==> src/rtl/lc_dco_capbank_ctrl_if.sv <==
// Tuning-code handshake between frequency control and the cap-bank sequencer.
interface lc_dco_capbank_ctrl_if #(
  parameter int CW        = 4,
  parameter int FINE_BITS = 4
);
  logic                 code_valid;
  logic                 code_ready;
  logic [CW-1:0]        code_coarse;
  logic [FINE_BITS-1:0] code_fine;

  modport master (
    output code_valid,
    output code_coarse,
    output code_fine,
    input  code_ready
  );

  modport slave (
    input  code_valid,
    input  code_coarse,
    input  code_fine,
    output code_ready
  );
endinterface

==> src/rtl/lc_dco_capbank_ctrl.sv <==
// LC DCO cap-bank sequencer: thermometer coarse ramp with settle gaps,
// then a single glitch-free fine-bank update.
module lc_dco_capbank_ctrl #(
  parameter int NCOARSE    = 8,
  parameter int FINE_BITS  = 4,
  parameter int SETTLE     = 4,
  parameter int RST_COARSE = NCOARSE / 2,
  localparam int CW        = $clog2(NCOARSE + 1)
) (
  input  logic                 clk,
  input  logic                 rst,
  lc_dco_capbank_ctrl_if.slave code_if,
  input  logic                 freeze,
  output logic [NCOARSE-1:0]   sw_coarse,
  output logic [FINE_BITS-1:0] sw_fine,
  output logic                 busy,
  output logic                 done,
  output logic                 sat
);

  localparam int SW = (SETTLE > 1) ? $clog2(SETTLE) : 1;

  localparam logic [1:0] S_IDLE = 2'd0;
  localparam logic [1:0] S_STEP = 2'd1;
  localparam logic [1:0] S_WAIT = 2'd2;
  localparam logic [1:0] S_FINE = 2'd3;

  localparam logic [CW-1:0] NMAX    = CW'(NCOARSE);
  localparam logic [CW-1:0] RST_CNT = CW'(RST_COARSE);
  localparam logic [SW-1:0] SET_LD  = SW'(SETTLE - 1);

  function automatic logic [NCOARSE-1:0] therm(
    input logic [CW-1:0] n
  );
    logic [NCOARSE-1:0] t;
    for (int i = 0; i < NCOARSE; i++) begin
      t[i] = (int'(n) > i);
    end
    return t;
  endfunction

  localparam logic [NCOARSE-1:0] RST_TH = therm(RST_CNT);

  logic [1:0]           state_q, state_d;
  logic [CW-1:0]        count_q, count_d;
  logic [CW-1:0]        tgt_q, tgt_d;
  logic [FINE_BITS-1:0] fine_tgt_q, fine_tgt_d;
  logic                 sat_r_q, sat_r_d;
  logic [SW-1:0]        settle_q, settle_d;
  logic [NCOARSE-1:0]   sw_coarse_q, sw_coarse_d;
  logic [FINE_BITS-1:0] sw_fine_q, sw_fine_d;
  logic                 done_q, done_d;
  logic                 sat_q, sat_d;
  logic [CW-1:0]        clamp;

  assign clamp = (code_if.code_coarse > NMAX) ? NMAX
               : code_if.code_coarse;

  // Frozen cycles make no progress; done/sat stay low so no pulse is lost
  // or stretched, the FINE edge simply fires once freeze drops.
  always_comb begin
    state_d    = state_q;
    count_d    = count_q;
    tgt_d      = tgt_q;
    fine_tgt_d = fine_tgt_q;
    sat_r_d    = sat_r_q;
    settle_d   = settle_q;
    sw_fine_d  = sw_fine_q;
    done_d     = 1'b0;
    sat_d      = 1'b0;
    if (!freeze) begin
      unique case (state_q)
        S_IDLE: begin
          if (code_if.code_valid) begin
            tgt_d      = clamp;
            fine_tgt_d = code_if.code_fine;
            sat_r_d    = (code_if.code_coarse > NMAX);
            state_d    = (clamp != count_q) ? S_STEP : S_FINE;
          end
        end
        S_STEP: begin
          count_d  = (tgt_q > count_q) ? count_q + CW'(1)
                                       : count_q - CW'(1);
          settle_d = SET_LD;
          state_d  = S_WAIT;
        end
        S_WAIT: begin
          if (settle_q == '0) begin
            state_d = (count_q != tgt_q) ? S_STEP : S_FINE;
          end else begin
            settle_d = settle_q - SW'(1);
          end
        end
        S_FINE: begin
          sw_fine_d = fine_tgt_q;
          done_d    = 1'b1;
          sat_d     = sat_r_q;
          state_d   = S_IDLE;
        end
        default: state_d = S_IDLE;
      endcase
    end
    sw_coarse_d = therm(count_d);
  end

  always_ff @(posedge clk or posedge rst) begin
    if (rst) begin
      state_q     <= S_IDLE;
      count_q     <= RST_CNT;
      tgt_q       <= RST_CNT;
      fine_tgt_q  <= '0;
      sat_r_q     <= 1'b0;
      settle_q    <= '0;
      sw_coarse_q <= RST_TH;
      sw_fine_q   <= '0;
      done_q      <= 1'b0;
      sat_q       <= 1'b0;
    end else begin
      state_q     <= state_d;
      count_q     <= count_d;
      tgt_q       <= tgt_d;
      fine_tgt_q  <= fine_tgt_d;
      sat_r_q     <= sat_r_d;
      settle_q    <= settle_d;
      sw_coarse_q <= sw_coarse_d;
      sw_fine_q   <= sw_fine_d;
      done_q      <= done_d;
      sat_q       <= sat_d;
    end
  end

  assign code_if.code_ready = (state_q == S_IDLE) && !freeze;
  assign sw_coarse          = sw_coarse_q;
  assign sw_fine            = sw_fine_q;
  assign busy               = (state_q != S_IDLE);
  assign done               = done_q;
  assign sat                = sat_q;

endmodule

==> src/flat_wrapper.sv <==
// flat-port wrapper written by rule: the top's interface ports become plain ports
module lc_dco_capbank_ctrl_flat 
#(
  parameter int NCOARSE    = 8,
  parameter int FINE_BITS  = 4,
  parameter int SETTLE     = 4,
  parameter int RST_COARSE = NCOARSE / 2,
  localparam int CW        = $clog2(NCOARSE + 1)
)
  (clk, rst, freeze, sw_coarse, sw_fine, busy, done, sat, code_if_code_valid, code_if_code_coarse, code_if_code_fine, code_if_code_ready);
  lc_dco_capbank_ctrl_if #(.CW((4)), .FINE_BITS(FINE_BITS)) code_if_i ();
  input  logic clk;
  input  logic rst;
  input  logic freeze;
  output logic [NCOARSE-1:0] sw_coarse;
  output logic [FINE_BITS-1:0] sw_fine;
  output logic busy;
  output logic done;
  output logic sat;
  input wire logic [$bits(code_if_i.code_valid)-1:0] code_if_code_valid;
  input wire logic [$bits(code_if_i.code_coarse)-1:0] code_if_code_coarse;
  input wire logic [$bits(code_if_i.code_fine)-1:0] code_if_code_fine;
  output wire logic [$bits(code_if_i.code_ready)-1:0] code_if_code_ready;
  assign code_if_i.code_valid = code_if_code_valid;
  assign code_if_i.code_coarse = code_if_code_coarse;
  assign code_if_i.code_fine = code_if_code_fine;
  assign code_if_code_ready = code_if_i.code_ready;
  lc_dco_capbank_ctrl #(.NCOARSE(NCOARSE), .FINE_BITS(FINE_BITS), .SETTLE(SETTLE), .RST_COARSE(RST_COARSE)) u_core (.clk(clk), .rst(rst), .code_if(code_if_i), .freeze(freeze), .sw_coarse(sw_coarse), .sw_fine(sw_fine), .busy(busy), .done(done), .sat(sat));
endmodule
==> config.mk <==
export PLATFORM = sky130hd
export DESIGN_NAME = lc_dco_capbank_ctrl_flat
export DESIGN_NICKNAME = d
export VERILOG_FILES = /design/src/rtl/lc_dco_capbank_ctrl_if.sv /design/src/rtl/lc_dco_capbank_ctrl.sv /design/src/flat_wrapper.sv
export SDC_FILE = /design/constraint.sdc
export NUM_CORES = 1
export LEC_CHECK = 0
export ABC_AREA = 1
export BUFFER_PORTS_ARGS = -buffer_cell sky130_fd_sc_hd__clkbuf_2
export CAP_MARGIN = 20
export CORE_MARGIN = 4
export CORE_UTILIZATION = 57
export CTS_BUF_LIST = sky130_fd_sc_hd__clkbuf_2
export CTS_CLUSTER_DIAMETER = 100
export DETAILED_ROUTE_END_ITERATION = 6
export PLACE_DENSITY = 0.87
export SLEW_MARGIN = 5
export SYNTH_ARGS = -nofsm -noshare
export SYNTH_HDL_FRONTEND = slang
export SYNTH_SLANG_ARGS = --single-unit
==> constraint.sdc <==
create_clock -name clk -period 2.5 [get_ports clk]
set_input_delay 0.5 -clock clk [delete_from_list [all_inputs] [get_ports clk]]
set_output_delay 0.5 -clock clk [all_outputs]
set_load 0.1 [all_outputs]
==> flow_metrics.py, run 1 <==
metrics = {
    "timing": {
        "max_freq_mhz": 412.8,
        "timing.final.ws_setup_ns": 0.07745,
        "fin_skew_ns": 0.01607,
        "min_period_ns": 2.423,
        "hold_ws_ns": 0.1375,
        "setup_viol": 0,
        "worstMarginPinSlew_ns": 0.5442,
        "timing.final.hold_violations": 0,
        "fin_crit_sh_pct": 96.90,
        "finalMaxSlewViolations": 0,
        "slew_headroom_pct": 63.87,
    },
    "synth": {
        "ys_warn_count": 0,
        "syn_avg_cell_area_um2": 9.251,
        "yosys_register_bits": 31,
        "synthesis.nets": 185,
        "synthCells": 165,
        "ys_seq_area_share_pct": 51.31,
        "ys_types": 29,
        "syn-cell-area_um2": 1526,
    },
    "cells_and_area": {
        "n_fill_cell": 184,
        "finish.instance_area_um2": 1879,
        "antenna-diode-count": 0,
        "stdcell_count": 237,
        "drive_gt1_share_pct": 40.10,
        "syn2layout_area_growth_pct": 23.11,
        "nNetsFinal": 226,
    },
    "setup_path": {
        "crit_family": "simple AND/OR/NAND/NOR gates",
        "r2r_start": "u_core.count_q[2]",
        "setup.worst_path.start": "u_core.count_q[2]",
        "cpMostUsedCell": "nand2_1",
        "required_ns": 2.78,
        "arrival_ns": 2.70,
        "cp_slowest_cell": "dfstp_2",
        "crit_fanout": 6,
        "startpoint_type": "register",
        "crit_type": "reg2reg",
        "slowest_delay_ns": 0.56,
        "cp_num_buf_inv": 4,
        "crit_chain": "inv_2 > ha_1 > nand2_1 > inv_2 > nand3_2 > nand2_4 > ha_4 > nand2_1 > nand2_1 > nor2_1 > inv_1 > nand2_2 > nand3_2 > nand2_4 > buf_12 > o211ai_1",
        "worstSetupEndpointType": "register",
    },
    "floorplanning": {
        "rows": 18,
        "dieHeight_um": 59.75,
        "pin_count": 28,
        "fp.dieW_um": 59.75,
        "die_area_um2": 3570,
        "core_area_um2": 2522,
        "initial_utilization_pct": 60.52,
    },
    "grt": {
        "grt_pass1_wl_um": 5444,
        "grt_antenna_before_repair": 0,
        "grt_use_total_pct": 20.91,
        "grt_pass1_vias": 1249,
        "grt.overflow.total": 0,
        "grt_max_degree": 32,
    },
    "worst_hold_path": {
        "hold_path_class": "in2async",
    },
    "clock_network": {
        "cts-root-buf": "clkbuf_2",
        "cts_tree": "built",
        "cts_buffers": 5,
        "cts_buffer_depth": 2,
        "h-tree-depth": 2,
        "clock_latency_ns": 0.38,
        "cts.clk_slew.worst_paths_ns": 0.16,
        "clock_sinks": 31,
    },
    "place": {
        "dpl_cell_area_um2": 1714,
        "gp_congestion": 0.9470,
        "place_inst": 224,
        "io_buffers": 27,
        "dp_hpwl_um": 2414,
        "dpl_worst_slack_ns": 0.01435,
    },
    "drt": {
        "drc": 0,
        "ant_nets": 0,
        "dr.pass1.iters": 4,
        "viasPerCell": 5.262,
        "wire_per_inst_um": 14.49,
        "drtIter0Drc": 36,
        "routed_wl_um": 3435,
        "dr_total_vias": 1247,
    },
    "outcome": {
        "outcome": "complete, no violations",
    },
    "run": {
        "drv_cap": 0,
    },
}
## synthesized netlist by cell type
library cell   n  area (µm²)
nand2_1       37       138.9
o311ai_0       1       8.760
nand2_4        1       11.26
o21ai_0       11       55.05
nor3_1         1       5.000
a31oi_1        1       6.260
inv_1         27       101.4
nor3_2         1       10.01
o21ai_2        1       8.760
inv_2          5       18.77
dfrtp_1       25       625.6
xor2_1         3       26.28
nand4_2        1       12.51
nor2_4         2       22.52
o211ai_1       2       15.01
a211oi_1       1       7.510
a22o_1         1       8.760
ha_1           7       87.58
nand4_1        3       18.77
o211ai_2       2       25.02
a21oi_1        3       15.01
a22oi_1        1       7.510
nand2_2        5       31.28
o21a_1         1       7.510
fa_1           1       20.02
nand3_1        4       20.02
dfstp_2        6       157.7
nor2_1        10       37.54
xor2_2         1       16.27
## per-stage QoR
step                util (%)  TNS, ns
CTS                    71.38        0
global route           74.50  -0.4146
floorplan                  -        0
finish                 74.50        0
detailed placement     67.96        0
global placement       67.96        0
## placed cells by master, fill, tap and decap left out, types with 2 or more instances in the layout
cell type,synthesis,final
nand3_2,0,3
dfrtp_1,25,23
ha_4,0,2
nand2_2,5,6
inv_1,27,23
ha_1,7,5
dfrtp_2,0,2
a21oi_1,3,3
nor2_1,10,9
o21ai_0,11,11
o211ai_2,2,2
o211ai_1,2,2
xor2_1,3,3
nand4_1,3,3
nand2_1,37,34
nand2_4,1,3
dfstp_2,6,6
buf_4,0,6
clkbuf_2,0,33
inv_2,5,9
nor2_4,2,2
## layer usage
layer	vias up	track usage [%]	wire length, µm
met5	-	0	0
met4	0	8.228	97
met3	11	6.479	155
met2	34	37.96	1850
met1	596	22.24	1331
li1	606	-	-
## worst reg2reg max path: cells and delay by family, from the launching register on
kind	cells	cell delay (ns)
AND/OR/NAND/NOR	9	0.91
flip-flops	1	0.56
adder cells (fa/ha/maj)	2	0.47
buffers and inverters	4	0.31
AO/OA/AOI/OAI	1	0.07
## kinds of logic (layout without fill, tap and decap cells)
logic type / count (synthesis) / in the layout / share of synthesized area, %
simple gates: 65 / 65 / 20.16
buf+inv: 32 / 74 / 7.869
flops: 31 / 31 / 51.31
compound gates: 25 / 25 / 10.82
fa+ha+maj: 8 / 8 / 7.049
xor+xnor: 4 / 4 / 2.787
## timing repair
item / 4_1_cts / 5_1_grt
pin swaps: 1 / 4
setup buffers: 1 / 4
gates resized for setup: 3 / 16
setup endpoints to repair: 2 / 9
hold buffers: 0 / 0
## flip-flops by register name, summed over array words and instances (netlist names)
signal             cells
u_core.sw_coarse       8
u_core.count_q         4
u_core.fine_tgt_q      4
u_core.sw_fine         4
u_core.tgt_q           4
u_core.settle_q        2
u_core.state_q         2
u_core.done            1
u_core.sat             1
u_core.sat_r_q         1
## layout make-up
type                       count  area (µm²)  share of cell area [%]
clock inverter                 2       12.51                  0.6658
timing repair buffer          34       200.2                   10.65
inverter                      32       120.1                   6.391
tap                           30       37.54                   1.997
sequential                    31       785.8                   41.81
multi-input combinational    102       693.2                   36.88
clock buffer                   6       30.03                   1.598
## worst paths after layout
path                                        endpoint  slack [ns]  cells after the start
min in group clk                u_core.fine_tgt_q[0]        0.30                      3
max in group asynchronous          u_core.count_q[2]        2.02                      3
worst min register to register     u_core.sw_fine[0]        0.50                      2
worst max register to register   u_core.sw_coarse[4]        0.08                     16
worst min-delay path             u_core.sw_coarse[7]        0.14                      3
worst max-delay path             u_core.sw_coarse[4]        0.08                     16
Power of run 1 is left out: the tool's default activity adds up to more than one toggle a clock period on the data nets, which glitch-free logic cannot reach.
==> run 2, diff against run 1 <==
- CORE_MARGIN: 4 -> unset
- CORE_UTILIZATION: 57 -> 55
- HOLD_SLACK_MARGIN: unset -> 0.06
- PLACE_DENSITY: 0.87 -> 0.85
==> flow_metrics.py, run 2 (synthesis gave the netlist of run 1 again) <==
metrics = {
    "timing": {
        "fin_skew_ns": 0.01561,
        "worstMarginPinSlew_ns": 0.5481,
        "finalMaxSlewViolations": 0,
        "hold_ws_ns": 0.1544,
        "max_freq_mhz": 410.3,
        "timing.final.hold_violations": 0,
        "fin_crit_sh_pct": 97.49,
        "slew_headroom_pct": 63.62,
        "setup_viol": 0,
        "min_period_ns": 2.437,
    },
    "drt": {
        "drtIter0Drc": 21,
        "dr_total_vias": 1239,
        "ant_nets": 0,
        "viasPerCell": 5.250,
        "dr.pass1.iters": 4,
        "routed_wl_um": 3199,
        "wire_per_inst_um": 13.56,
        "drc": 0,
    },
    "grt": {
        "grt.overflow.total": 0,
        "grt_antenna_before_repair": 0,
        "grt_pass1_wl_um": 5347,
        "grt_use_total_pct": 26.49,
        "grt_pass1_vias": 1256,
        "grt_max_degree": 32,
    },
    "setup_path": {
        "slowest_delay_ns": 0.59,
        "crit_type": "reg2reg",
        "crit_chain": "inv_2 > ha_1 > nand2_1 > inv_2 > nand2_1 > nand2_2 > nand2_4 > inv_1 > fa_1 > inv_1 > o21a_4 > nor2_4 > o211ai_1",
        "r2r_start": "u_core.count_q[2]",
        "cp_slowest_cell": "dfstp_2",
        "r2r_end": "u_core.sw_coarse[4]",
        "arrival_ns": 2.70,
        "required_ns": 2.76,
        "worstSetupEndpointType": "register",
        "reg2reg_setup_slack_ns": 0.06,
        "ff2ff_path_depth": 13,
        "startpoint_type": "register",
        "crit_fanout": 5,
    },
    "floorplanning": {
        "dieHeight_um": 54.68,
        "fp.dieW_um": 54.68,
        "rows": 18,
        "pin_count": 28,
        "initial_utilization_pct": 59.98,
        "die_area_um2": 2990,
        "core_area_um2": 2545,
    },
    "cells_and_area": {
        "n_fill_cell": 186,
        "stdcell_count": 236,
        "fin_util_pct": 74.88,
        "final_cell_mix": "nand2_1, clkbuf_2, dfrtp_1, inv_1, o21ai_0",
        "drive_gt1_share_pct": 40.29,
        "nNetsFinal": 225,
        "largest_reg_flops": 8,
        "antenna-diode-count": 0,
        "layout_commonest_cell": "nand2_1",
        "syn2layout_area_growth_pct": 24.84,
    },
    "clock_network": {
        "clock_latency_ns": 0.38,
        "cts_hold_buffers": 0,
        "cts.clk_slew.worst_paths_ns": 0.17,
        "cts_buffer_depth": 2,
        "cts_buffers": 5,
        "clock_sinks": 31,
        "h-tree-depth": 2,
        "cts-root-buf": "clkbuf_2",
        "cts_tree": "built",
    },
    "place": {
        "place_inst": 223,
        "dp_hpwl_um": 2256,
        "io_buffers": 27,
        "gp_congestion": 0.8680,
    },
    "outcome": {
        "outcome": "complete, no violations",
    },
    "worst_hold_path": {
        "hold_path_class": "in2async",
    },
    "run": {
        "drv_cap": 0,
    },
}
run 2: repair_timing:
| item | in CTS | in global routing |
|---|---|---|
| pin swaps | 0 | 9 |
| buffers inserted | 0 | 5 |
| endpoints found under the hold margin | 0 | 0 |
| gates resized for setup | 1 | 22 |
| endpoints found under the setup margin | 4 | 9 |
run 2: metrics by stage:
step                instance area [µm²]  setup TNS, ns  setup WS [ns]
floorplan                          1526              0         0.2414
global placement                   1707              0         0.1169
detailed placement                 1707              0        0.02261
CTS                                1778       -0.02875       -0.01555
global route                       1906       -0.09299       -0.05066
finish                             1906              0        0.06283
run 2: layer usage:
metal	wire length, µm	track usage [%]	up-vias
met5	0	0	-
met4	58	12.39	0
met3	179	8.056	8
met2	1666	45.98	45
met1	1294	29.16	580
li1	-	-	606
run 2: critical path, delay by kind of cell, from the launching register on:
kind / cells / cell delay, ns
AO/OA/AOI/OAI: 2 / 0.32
buffers and inverters: 4 / 0.20
flip-flops: 1 / 0.59
adder cells (fa/ha/maj): 2 / 0.75
AND/OR/NAND/NOR: 5 / 0.46
run 2: worst max-delay path by stage:
stage / startpoint / to / slack, ns / depth (start not counted)
after floorplan: u_core.count_q[2] / u_core.sw_coarse[5] / 0.24 / 18
after global placement: u_core.count_q[2] / u_core.sw_coarse[5] / 0.12 / 18
after detailed placement: u_core.count_q[2] / u_core.sw_coarse[4] / 0.02 / 12
after CTS: u_core.count_q[2] / u_core.sw_coarse[3] / -0.02 / 16
after global routing: u_core.count_q[2] / u_core.sw_coarse[5] / -0.05 / 18
final: u_core.count_q[2] / u_core.sw_coarse[4] / 0.06 / 13
run 2: layout make-up:
| type | instances | area [µm²] | share of cell area [%] |
|---|---|---|---|
| clock buffer | 5 | 25.02 | 1.313 |
| clock inverter | 3 | 43.79 | 2.298 |
| inverter | 32 | 120.1 | 6.303 |
| multi-input combinational | 102 | 714.4 | 37.49 |
| sequential | 31 | 784.5 | 41.17 |
| tap | 30 | 37.54 | 1.970 |
| timing repair buffer | 33 | 180.2 | 9.455 |
Power of run 2 is left out for the same reason.
==> run 3, diff against run 2 <==
- ABC_AREA: 1 -> unset
==> flow_metrics.py, run 3 <==
metrics = {
    "synth": {
        "yosys_register_bits": 31,
        "ys_warn_count": 0,
        "synth_commonest_cells": "dfrtp_1, nand2_1, inv_1",
        "synth_most_common_cell": "dfrtp_1",
        "ys_types": 40,
        "yosys.area.top_type": "dfrtp_1",
        "synthesis.nets": 163,
        "yosys-top-cells-area": "dfrtp_1, dfstp_2, mux2_1",
        "syn_avg_cell_area_um2": 10.79,
        "async_flop_share_pct": 100.0,
        "synth_edf_count": 0,
        "ys_seq_area_share_pct": 50.77,
        "synthCells": 143,
        "yosys.area.top_type_share_pct": 40.55,
        "syn-cell-area_um2": 1543,
        "synth_ff_type": "dfrtp_1",
    },
    "grt": {
        "grtUsageMet3_pct": 6.557,
        "grt.overflow.total": 0,
        "grt_pass1_wl_um": 5250,
        "grt_use_met2_pct": 42.77,
        "grt_pass1_vias": 1148,
        "grt_antenna_before_repair": 0,
        "top_usage_layer": "met2",
        "met1_usage_pct": 34.62,
        "grt_max_degree": 32,
        "grt_use_total_pct": 26.50,
    },
    "setup_path": {
        "crit_fanout": 5,
        "crit_type": "reg2reg",
        "cp_slowest_cell": "dfstp_2",
        "worstSetupEndpointType": "register",
        "cp_num_buf_inv": 1,
        "required_ns": 2.77,
        "arrival_ns": 2.82,
        "startpoint_type": "register",
        "crit_family": "simple AND/OR/NAND/NOR gates",
        "slowest_delay_ns": 0.57,
        "crit_chain": "inv_2 > ha_1 > o211a_1 > o21ai_4 > ha_4 > a21oi_2 > nand2_2 > or4_4 > nand4_4 > nand3_2",
    },
    "floorplanning": {
        "fp.dieW_um": 54.96,
        "pin_count": 28,
        "dieHeight_um": 54.96,
        "die_area_um2": 3021,
        "initial_utilization_pct": 60.09,
        "core_area_um2": 2567,
        "rows": 18,
    },
    "run": {
        "drv_cap": 0,
    },
    "timing": {
        "hold_ws_ns": 0.1449,
        "max_freq_mhz": 391.7,
        "finalMaxSlewViolations": 0,
        "fin_crit_sh_pct": 102.1,
        "fin_skew_ns": 0.01308,
        "slew_headroom_pct": 63.83,
        "worstMarginPinSlew_ns": 0.5449,
        "timing.final.ws_setup_ns": -0.05297,
        "setup_viol": 5,
        "rsz0062_at_grt": "yes",
        "timing.final.hold_violations": 0,
        "min_period_ns": 2.553,
    },
    "cells_and_area": {
        "largest_reg_flops": 8,
        "layout_commonest_cell": "clkbuf_2",
        "drive_gt1_share_pct": 40.74,
        "final-seq-area_um2": 783.3,
        "antenna-diode-count": 0,
        "n_fill_cell": 174,
        "syn2layout_area_growth_pct": 27.74,
        "finish.instance_area_um2": 1971,
        "fin_util_pct": 76.75,
        "multi_input_area_um2": 795.8,
        "nNetsFinal": 208,
        "final_cell_mix": "clkbuf_2, dfrtp_1, nand2_1, buf_4, mux2_1",
    },
    "place": {
        "io_buffers": 27,
        "dpl_cell_area_um2": 1803,
        "gp_congestion": 0.9040,
        "dp_hpwl_um": 2435,
    },
    "clock_network": {
        "cts_buffers": 5,
        "clock_latency_ns": 0.38,
        "cts_tree": "built",
        "cts.clk_slew.worst_paths_ns": 0.17,
        "cts-root-buf": "clkbuf_2",
        "cts_buffer_depth": 2,
        "clock_sinks": 31,
        "h-tree-depth": 2,
    },
    "drt": {
        "dr_total_vias": 1255,
        "drtIter0Drc": 43,
        "ant_nets": 0,
        "dr.pass1.iters": 4,
        "viasPerCell": 5.731,
        "wire_per_inst_um": 16.28,
        "routed_wl_um": 3566,
        "drc": 0,
    },
    "outcome": {
        "outcome": "finished, violations left",
        "violations": "negative setup slack",
    },
    "worst_hold_path": {
        "hold_path_class": "in2async",
    },
}
## run 3: cell count changes after synthesis, sizes merged, moves of 4 or more
cell    change
o21ai       -4
xor2        -4
inv        -20
o211ai      -4
nor2        -5
nand2      -26
mux2        +8
## run 3: final timing paths
check                      depth (start not counted)  slack [ns]                   end            startpoint
min in group clk                                   2        0.31  u_core.fine_tgt_q[0]  code_if_code_fine[0]
max in group asynchronous                          3        2.02   u_core.sw_coarse[1]                   rst
hold reg to reg                                    2        0.50       u_core.tgt_q[2]       u_core.tgt_q[2]
setup reg to reg                                  10       -0.05   u_core.sw_coarse[4]     u_core.count_q[2]
setup / recovery                                  10       -0.05   u_core.sw_coarse[4]     u_core.count_q[2]
hold / removal                                     3        0.14            u_core.sat                   rst
## run 3: metal layers
| layer | share of wire (%) | wire, µm |
|---|---|---|
| met1 | 41 | 1455 |
| met2 | 52 | 1845 |
| met3 | 6.1 | 219 |
| met4 | 1.3 | 46 |
| met5 | 0 | 0 |
## run 3: metrics by stage
stage          setup WS, ns  std cells  TNS, ns
2_1_floorplan       0.02068        143        0
3_3_place_gp        0.03988        206        0
3_5_place_dp       -0.02794        206  -0.1379
4_1_cts            -0.03839        218  -0.1742
5_1_grt             -0.1133        219  -0.7149
6_report           -0.05297        219  -0.1908
## run 3: cell families (layout without fill, tap and decap cells)
| logic type | Yosys count | count (layout) | share of synthesized area (%) |
|---|---|---|---|
| AO/OA/AOI/OAI | 26 | 26 | 11.27 |
| XOR/XNOR | 2 | 2 | 1.136 |
| adder cells (fa/ha/maj) | 8 | 8 | 6.975 |
| buffers and inverters | 16 | 61 | 4.299 |
| flip-flops | 31 | 31 | 50.77 |
| multiplexers | 11 | 11 | 7.786 |
| AND/OR/NAND/NOR | 49 | 50 | 17.76 |
## run 3: cell type report
cell class                      instances  area share [%]
Clock buffer                            5           1.270
Clock inverter                          3           2.222
Inverter                               12           2.286
Multi-Input combinational cell         97           40.38
Sequential cell                        31           39.75
Tap cell                               30           1.905
Timing Repair Buffer                   41           12.19
## run 3: worst min-delay path, stage by stage
cell,delay (ns)
clkbuf_2,0.08
inv_1,0.04
buf_4,0.34
## run 3: repair_timing
action,4_1_cts,5_1_grt
buffers inserted,3,1
pin swaps,1,1
hold buffers,0,0
cloned,1,0
gates resized for setup,8,5
endpoints found under the setup margin,9,9
Power of run 3 is left out for the same reason.
